===== src/rtl/ps2_scancode_receiver.sv =====
// PS/2 keyboard receiver: pin synchronisers, clock deglitch filter, 11-bit frame
// checker, E0/F0 prefix merging and a small scan-code FIFO with valid/ready output.
module ps2_scancode_receiver #(
  parameter int FILTER_LEN     = 8,
  parameter int TIMEOUT_CYCLES = 50000,
  parameter int FIFO_DEPTH     = 8,
  parameter int FIFO_AW        = 3
) (
  input  logic               clock,
  input  logic               reset,
  input  logic               ps2_clock,
  input  logic               ps2_data,
  output logic [7:0]         code_out,
  output logic               code_break,
  output logic               code_extended,
  output logic               code_valid,
  input  logic               code_ready,
  output logic [FIFO_AW:0]   fifo_count,
  output logic               parity_error,
  output logic               frame_error,
  output logic               overflow
);

  localparam int FLT_W = $clog2(FILTER_LEN) + 1;
  localparam int TO_W  = $clog2(TIMEOUT_CYCLES) + 1;

  typedef enum logic [1:0] {S_IDLE, S_DATA, S_PARITY, S_STOP} state_t;

  // ---------------------------------------------------------------------------
  // Input synchronisers: bit 0 = ps2_clock, bit 1 = ps2_data. Idle bus is high.
  // ---------------------------------------------------------------------------
  logic [1:0] pin_raw;
  logic [1:0] pin_sync;

  assign pin_raw = {ps2_data, ps2_clock};

  generate
    for (genvar gi = 0; gi < 2; gi++) begin : g_sync
      logic meta_reg;
      logic sync_reg;

      // Two-flop synchroniser for one asynchronous pin
      always_ff @(posedge clock) begin
        if (reset) begin
          meta_reg <= 1'b1;
          sync_reg <= 1'b1;
        end else begin
          meta_reg <= pin_raw[gi];
          sync_reg <= meta_reg;
        end
      end

      assign pin_sync[gi] = sync_reg;
    end
  endgenerate

  logic clk_sync;
  logic data_sync;

  assign clk_sync  = pin_sync[0];
  assign data_sync = pin_sync[1];

  // ---------------------------------------------------------------------------
  // Deglitch filter on the PS/2 clock and falling-edge strobe
  // ---------------------------------------------------------------------------
  logic              filt_clk_reg;
  logic [FLT_W-1:0]  filt_cnt_reg;
  logic              strobe_reg;

  // Accept a level change only after FILTER_LEN consecutive differing samples
  always_ff @(posedge clock) begin
    if (reset) begin
      filt_clk_reg <= 1'b1;
      filt_cnt_reg <= '0;
      strobe_reg   <= 1'b0;
    end else begin
      strobe_reg <= 1'b0;
      if (clk_sync != filt_clk_reg) begin
        if (filt_cnt_reg == FLT_W'(FILTER_LEN - 1)) begin
          filt_clk_reg <= clk_sync;
          filt_cnt_reg <= '0;
          // A toggle away from 1 is the falling edge that clocks a frame bit
          strobe_reg   <= filt_clk_reg;
        end else begin
          filt_cnt_reg <= filt_cnt_reg + 1'b1;
        end
      end else begin
        filt_cnt_reg <= '0;
      end
    end
  end

  // ---------------------------------------------------------------------------
  // Frame FSM
  // ---------------------------------------------------------------------------
  state_t            state_reg, state_next;
  logic [2:0]        bit_cnt_reg;
  logic [7:0]        shift_reg;
  logic              parity_reg;
  logic [TO_W-1:0]   to_cnt_reg;
  logic              timeout_hit;

  logic              frame_accept;
  logic              frame_parity_bad;
  logic              frame_stop_bad;
  logic              frame_timeout;

  assign timeout_hit = (state_reg != S_IDLE) &&
                       (to_cnt_reg == TO_W'(TIMEOUT_CYCLES - 1));

  // State register
  always_ff @(posedge clock) begin
    if (reset) begin
      state_reg <= S_IDLE;
    end else begin
      state_reg <= state_next;
    end
  end

  // Next-state logic: advances on strobe; a stalled partial frame falls back to IDLE
  always_comb begin
    state_next = state_reg;
    if (strobe_reg) begin
      case (state_reg)
        S_IDLE:   if (!data_sync) state_next = S_DATA;
        S_DATA:   if (bit_cnt_reg == 3'd7) state_next = S_PARITY;
        S_PARITY: state_next = S_STOP;
        S_STOP:   state_next = S_IDLE;
        default:  state_next = S_IDLE;
      endcase
    end else if (timeout_hit) begin
      state_next = S_IDLE;
    end
  end

  // Output logic: frame verdict on the stop-bit strobe, or timeout abandonment
  always_comb begin
    frame_accept     = 1'b0;
    frame_parity_bad = 1'b0;
    frame_stop_bad   = 1'b0;
    frame_timeout    = 1'b0;
    if (strobe_reg && state_reg == S_STOP) begin
      if (!data_sync) begin
        frame_stop_bad = 1'b1;
      end else if (^{shift_reg, parity_reg} != 1'b1) begin
        frame_parity_bad = 1'b1;
      end else begin
        frame_accept = 1'b1;
      end
    end else if (!strobe_reg && timeout_hit) begin
      frame_timeout = 1'b1;
    end
  end

  // Frame datapath: bit counter, LSB-first shifter, parity bit and inactivity timer
  always_ff @(posedge clock) begin
    if (reset) begin
      bit_cnt_reg <= '0;
      shift_reg   <= '0;
      parity_reg  <= 1'b0;
      to_cnt_reg  <= '0;
    end else begin
      if (strobe_reg || state_reg == S_IDLE || timeout_hit) begin
        to_cnt_reg <= '0;
      end else begin
        to_cnt_reg <= to_cnt_reg + 1'b1;
      end
      if (strobe_reg) begin
        case (state_reg)
          S_IDLE: bit_cnt_reg <= '0;
          S_DATA: begin
            shift_reg   <= {data_sync, shift_reg[7:1]};
            bit_cnt_reg <= bit_cnt_reg + 1'b1;
          end
          S_PARITY: parity_reg <= data_sync;
          default: ;
        endcase
      end
    end
  end

  // ---------------------------------------------------------------------------
  // Prefix merge and error pulses
  // ---------------------------------------------------------------------------
  logic pend_brk_reg;
  logic pend_ext_reg;
  logic push_req;
  logic frame_reject;

  assign frame_reject = frame_parity_bad | frame_stop_bad | frame_timeout;
  assign push_req     = frame_accept && (shift_reg != 8'hF0) && (shift_reg != 8'hE0);

  // Track pending F0/E0 prefixes; any rejected frame forgets them
  always_ff @(posedge clock) begin
    if (reset) begin
      pend_brk_reg <= 1'b0;
      pend_ext_reg <= 1'b0;
      parity_error <= 1'b0;
      frame_error  <= 1'b0;
    end else begin
      parity_error <= frame_parity_bad;
      frame_error  <= frame_stop_bad | frame_timeout;
      if (frame_reject) begin
        pend_brk_reg <= 1'b0;
        pend_ext_reg <= 1'b0;
      end else if (frame_accept) begin
        if (shift_reg == 8'hF0) begin
          pend_brk_reg <= 1'b1;
        end else if (shift_reg == 8'hE0) begin
          pend_ext_reg <= 1'b1;
        end else begin
          pend_brk_reg <= 1'b0;
          pend_ext_reg <= 1'b0;
        end
      end
    end
  end

  // ---------------------------------------------------------------------------
  // Code FIFO: {ext, brk, byte} entries, head shown combinationally
  // ---------------------------------------------------------------------------
  logic [9:0]          fifo_mem [FIFO_DEPTH];
  logic [FIFO_AW-1:0]  wr_ptr_reg;
  logic [FIFO_AW-1:0]  rd_ptr_reg;
  logic [FIFO_AW:0]    count_reg;
  logic                fifo_full;
  logic                do_pop;
  logic                do_push;
  logic [9:0]          head;

  assign fifo_full  = (count_reg == (FIFO_AW + 1)'(FIFO_DEPTH));
  assign code_valid = (count_reg != '0);
  assign do_pop     = code_valid && code_ready;
  assign do_push    = push_req && (!fifo_full || do_pop);
  assign fifo_count = count_reg;

  // Hide stale storage while empty so the outputs read zero
  assign head          = code_valid ? fifo_mem[rd_ptr_reg] : 10'd0;
  assign code_out      = head[7:0];
  assign code_break    = head[8];
  assign code_extended = head[9];

  // Storage write
  always_ff @(posedge clock) begin
    if (do_push) begin
      fifo_mem[wr_ptr_reg] <= {pend_ext_reg, pend_brk_reg, shift_reg};
    end
  end

  // Pointers, occupancy and the dropped-code pulse
  always_ff @(posedge clock) begin
    if (reset) begin
      wr_ptr_reg <= '0;
      rd_ptr_reg <= '0;
      count_reg  <= '0;
      overflow   <= 1'b0;
    end else begin
      overflow <= push_req && fifo_full && !do_pop;
      if (do_push) begin
        wr_ptr_reg <= wr_ptr_reg + 1'b1;
      end
      if (do_pop) begin
        rd_ptr_reg <= rd_ptr_reg + 1'b1;
      end
      case ({do_push, do_pop})
        2'b10:   count_reg <= count_reg + 1'b1;
        2'b01:   count_reg <= count_reg - 1'b1;
        default: count_reg <= count_reg;
      endcase
    end
  end

endmodule


===== config.mk =====
export PLATFORM = sky130hd
export DESIGN_NAME = ps2_scancode_receiver
export DESIGN_NICKNAME = d
export VERILOG_FILES = /design/src/rtl/ps2_scancode_receiver.sv
export SDC_FILE = /design/constraint.sdc
export NUM_CORES = 1
export LEC_CHECK = 0
export BUFFER_PORTS_ARGS = -buffer_cell sky130_fd_sc_hd__buf_2
export CORE_AREA = 2 2 122 124
export DETAILED_ROUTE_END_ITERATION = 16
export DIE_AREA = 0 0 124 126
export HOLD_SLACK_MARGIN = 0.12
export MAX_ROUTING_LAYER = met4
export SETUP_SLACK_MARGIN = 0.2
export SLEW_MARGIN = 25
export SYNTH_ARGS = -nofsm -noshare
export SYNTH_HDL_FRONTEND = slang
export SYNTH_SLANG_ARGS = --single-unit

===== constraint.sdc =====
create_clock -name clock -period 3.31 [get_ports clock]
set_input_delay 0.8275 -clock clock [delete_from_list [all_inputs] [get_ports clock]]
set_output_delay 0.8275 -clock clock [all_outputs]
set_load 0.005 [all_outputs]

==> Word-level counts from Yosys, hierarchy flattened <==
Memory sizes are Yosys's and may differ from the RTL's. A register that Yosys moved wholly into a read port is not among the register bits.
Cells that the tools add are included.
{ "op_classes": {"n_bitwise": 6, "mux": 25, "n_reduce_logical": 33, "n_eq_ne": 17, "n_addsub": 7} }
{ "op_table": {"columns": ["operator", "count"], "rows": [
  ["$add A17 B1 Y17 const B", 1],
  ["$eq A17 B16 Y1 const B", 1],
  ["$eq A8 B8 Y1 const B", 2],
  ["$ne A8 B8 Y1 const B", 2],
  ["$mux W1", 15],
  ["$reduce_and A2 Y1", 6],
  ["$mux W10", 1],
  ["$add A3 B1 Y3 const B", 3],
  ["$logic_and A1 B1 Y1", 9],
  ["$reduce_xor A9 Y1", 1],
  ["$add A4 B1 Y4 const B", 2],
  ["$mux W2", 4],
  ["$pmux W2 S4", 1],
  ["$pmux W4 S2", 1],
  ["$reduce_bool A2 Y1", 4],
  ["$eq A2 B2 Y1 const B", 3],
  ["$mux W3", 2],
  ["$ne A3 B3 Y1 const B", 2],
  ["$pmux W3 S2", 1],
  ["$reduce_or A3 Y1", 2],
  ["$eq A2 B1 Y1 const B", 2],
  ["$eq A4 B3 Y1 const B", 1],
  ["$eq A4 B4 Y1 const B", 1],
  ["$reduce_bool A4 Y1", 1],
  ["11 further kinds", 20]
]} }
{ "totals": {"wordCells": 109, "ff_bits": 56, "mem_count": 1, "output_inout_bits": 18, "mem_bits_rw": 80} }
{ "mem_list": {"columns": ["memory", "words", "width", "read_ports", "rd_ports_with_merged_regs", "write_ports", "line_no", "text"], "rows": [
  ["fifo_mem", 8, 10, 1, 1, 1, "222", "logic [9:0] fifo_mem [FIFO_DEPTH];"]
]} }

==> Longest topological paths before layout <==
{ "depth": {"word_depth": 9, "ltp_mapped": 12} }

==> Worst setup path after synthesis <==
Ideal clock, no wire load.
{ "synth_timing": {"path_kind": "reg-to-reg", "startpoint": "reg shift_reg[7]", "endpoint": "mem fifo_mem[0][0], enable pin", "required_time_ns": 2.906, "slack_ns": 0.296, "t_arrival_ns": 2.611, "stages_incl_launch_ff": 6, "n_path_buf": 0, "path_cell_list": "dfxtp_1 -> xnor3_1 -> a311o_1 -> mux2i_4 -> nand2_1 -> nor4_1"} }
{ "synth_via": {"elab_chain_cells": 9, "elab_cells_between_ends": 11} }
{ "synth_lines": {"columns": ["element", "line_no", "text"], "rows": [
  ["from (decl)", "98", "logic [7:0] shift_reg;"],
  ["from (signal assigned)", "172", "shift_reg <= {data_sync, shift_reg[7:1]};"],
  ["$reduce_xor A9 Y1", "145", "end else if (^{shift_reg, parity_reg} != 1'b1) begin"],
  ["$mux W1", "145", null],
  ["$mux W1", "143", "if (!data_sync) begin"],
  ["$mux W1", "142", "if (strobe_reg && state_reg == S_STOP) begin"],
  ["$logic_and A1 B1 Y1", "191", "assign push_req = frame_accept && (shift_reg != 8'hF0) && (shift_reg != 8'hE0);"],
  ["$logic_and A1 B1 Y1 (*)", "191", null],
  ["$logic_and A1 B1 Y1 (*)", "234", "assign do_push = push_req && (!fifo_full || do_pop);"],
  ["$mux W1 (*)", "245", "if (do_push) begin"],
  ["$mux W1 (implied by the code) (*)", "246", "fifo_mem[wr_ptr_reg] <= {pend_ext_reg, pend_brk_reg, shift_reg};"],
  ["to (decl)", "222", null]
]} }
Mark *: on every way between the ends. The rest lies on a longest branch, timed or not.

==> summary.txt <==
Clock tree
  • Reg clk slew, reported paths: about 0.060 ns
  • Hold Buf Count CTS: 0
  • TritonCTS clock tree: done
  • Clock Latency Late Sink: between 0.4 and 0.5 ns
  • Sink Count: ~140
  • CTS Buffer Depth: 2
  • CTS Buf Count: 17
  • Clock root buffer: clkbuf_16
  • CTS H-tree lvls: 4

STA
  • Final setup vio count: 0
  • Slew @ Worst Pin: between 0.7 and 0.8 ns
  • FMAX: around 340 MHz
  • Setup TNS Final: 0 ns
  • Clock skew: slightly below 0.01 ns
  • Max_slew headroom: about half
  • RSZ-0062 raised after global routing: false
  • Final worst path period share: 88.16%
  • Slew Limit Fails: 0
  • Post-layout min period: between 2 and 3 ns
  • Final hold violations: 0

Yosys
  • Synthesized flop and latch total: between 100 and 150
  • Mux share of post-synthesis cell area: between 10% and 20%
  • Largest area contributor in the netlist: edfxtp_1
  • Synth Area in Simple Gates: 12.39%
  • Post-synth EDFFs: 80
  • Synth Net Count: ~450
  • Compound-cell area share of the yosys netlist: 3.534%
  • Share of the synthesized area in the top cell type: a little over two fifths
  • Register area share after synthesis: a little over three fifths
  • Largest family of logic cells by synthesized area: simple AND/OR/NAND/NOR gates
  • Mean Syn Cell Area: around 13 um^2
  • Synth Warn #: 0
  • Adder-cell area share of the yosys netlist: under 10%
  • Synth Area in XOR/XNOR: between 4 and 5%
  • Synthesized instance count: approximately 430
  • Asr flop ratio synth: 0%
  • Synth area leaders: edfxtp_1, dfxtp_1, mux4_2
  • Count of different cell masters after synthesis: 46
  • Ys flop type: edfxtp_1
  • Mapped Area: approximately 0.0057 mm^2

Critical path
  • CP Capture Type: output pin
  • Worst Setup Start Kind: flip-flop
  • Worst EP arrival: approximately 2.1 ns
  • Crit Path Category: flip-flop to output pin
  • Req. time, crit path: ~2.5 ns
  • Crit path max fanout: 20

Drt
  • DR WL/cell: between 15 and 20 um
  • DR vias/cell: 5.013
  • DR DRC count: 0
  • Number of nets with antenna violations after routing: 0
  • Final wirelength: 10680 um
  • Vias post-DR: 3354
  • 1st-iter DRT viols: 242
  • TritonRoute pass-1 iters: 4

Power and ir drop
  • Power Total: roughly 0.0035 W
  • Clock share of power: ~48%
  • Net Sw Power: about 0.0007 W
  • Peak supply drop: 0.0003745 V
  • Sequential power share: 52.0%
  • Power share of the combinational group: 0.4%
  • Pwr dens: between 500 and 600 mW/mm^2
  • P_int: between 0.002 and 0.003 W
  • P_leak: 2.229 nW
  • Switch share: a little over 20%

Cells and area
  • Ant diodes: 0
  • Area grow syn2layout: 16.79%
  • Area occupied by registers: around 0.0036 mm^2
  • Fillers: ~1300
  • Layout cell share with drive strength beyond 1: a little over a fifth
  • Nets: just under 500
  • Largest register FFs: 80
  • Most frequent cells in the layout: edfxtp_1, nor2_1, dfxtp_1
  • Multi-input gate area: ~0.002 mm^2
  • Most common cell after layout, fill and taps aside: edfxtp_1

Global routing
  • Pin count of the biggest net entering global routing: 39
  • First-pass GRT wire length: about 17000 um
  • Total grt overflow: 0
  • Antenna violations before repair: 0
  • Total GRT Usage: between 15 and 20%
  • Vias in the first global route: between 3000 and 4000

Status
  • Status: finished clean

Floorplan
  • IO Pins: 23
  • Die W: 124 um
  • Die Ht: between 100 and 150 um
  • Core Area: between 0.01 and 0.015 mm^2
  • Die area: 0.01562 mm^2
  • Placement Rows: between 40 and 50
  • Initial Util: roughly two fifths

Min path
  • Min-Delay Path Class: flip-flop to flip-flop

Job
  • Number of max-cap violations: 0

Place
  • PortBufs: 22
  • Final HPWL DP: just under 7000 um
  • Placer Congestion: just over 0.8
[power by group through the flow]
stage | Combinational (W) | Clock, W | Sequential [W]
6_report | 0.0000155 | 0.00166 | 0.00181
5_1_grt | 0.0000178 | 0.00177 | 0.00181
4_1_cts | 0.0000161 | 0.00169 | 0.00181
3_5_place_dp | 0.0000161 | 0 | 0.00185
3_3_place_gp | 0.0000159 | 0 | 0.00185
2_1_floorplan | 0.0000103 | 0 | 0.00185
[Yosys cell counts (4+ instances only)]
cell / count
nand3_1: 7
nor3_1: 10
o21ai_0: 4
nand2_1: 43
or2_2: 5
edfxtp_1: 80
ha_1: 12
nor2_1: 60
clkbuf_1: 13
a21oi_1: 16
mux2i_1: 13
mux4_2: 20
xnor2_1: 16
inv_1: 12
xor2_1: 11
dfxtp_1: 59
nand4_1: 5
[path summary, 6_finish.rpt]
check	to	cells after the start	slack, ns	start
setup / recovery	code_out[0]	5	0.39	flip-flop
hold / removal	data_sync	1	0.41	g_sync[1].meta_reg
setup reg to reg	fifo_count[3]	11	0.45	shift_reg[3]
hold reg to reg	data_sync	1	0.41	g_sync[1].meta_reg
[metrics by stage]
stage | util, % | std cells | area, um^2 | setup slack (ns) | hold slack (ns)
floorplan | - | 429 | 5664 | 0.2956 | 0.3895
global placement | 42.51 | 637 | 6085 | 0.3563 | 0.3978
detailed placement | 42.51 | 637 | 6085 | 0.2637 | 0.3957
CTS | 46.16 | 669 | 6608 | 0.2519 | 0.4074
global route | 46.22 | 669 | 6615 | 0.2071 | 0.4133
finish | 46.22 | 669 | 6615 | 0.3919 | 0.4078
[timing repair]
item | in CTS | in global routing
resized for setup | 0 | 5
buffers inserted | 0 | 0
setup endpoints to repair | 0 | 1
[area by class of cell]
type                    instances  share of cell area [%]
clock inverters                12                   1.154
flip-flops and latches        139                   54.28
clock buffers                  20                   6.752
inverters                      13                  0.7377
well taps                     184                   3.480
multi-input cells             262                   30.00
repair buffers                 39                   3.594
[layer usage]
metal | global-route usage, % | part of all wire, % | up-vias
met5 | - | 0 | -
met4 | 5.486 | 0.95 | 0
met3 | 4.076 | 4.8 | 11
met2 | 22.69 | 46 | 66
met1 | 20.26 | 48 | 1645
li1 | - | - | 1632
[worst max-delay path: stages, from the launching register on]
cell,delay (ns)
dfxtp_1,0.31
buf_4,0.36
mux4_2,0.57
mux2i_1,0.23
nor2_1,0.07
buf_2,0.13
[cell families after synthesis]
family                     count (synthesis)
DFF                                      139
and+or+nand+nor                          153
adders and majority gates                 13
muxes                                     35
xor gates and xnor gates                  29
buffers and inverters                     28
AOI/OAI and AO/OA                         32
Power figures use the tool's default switching activity.
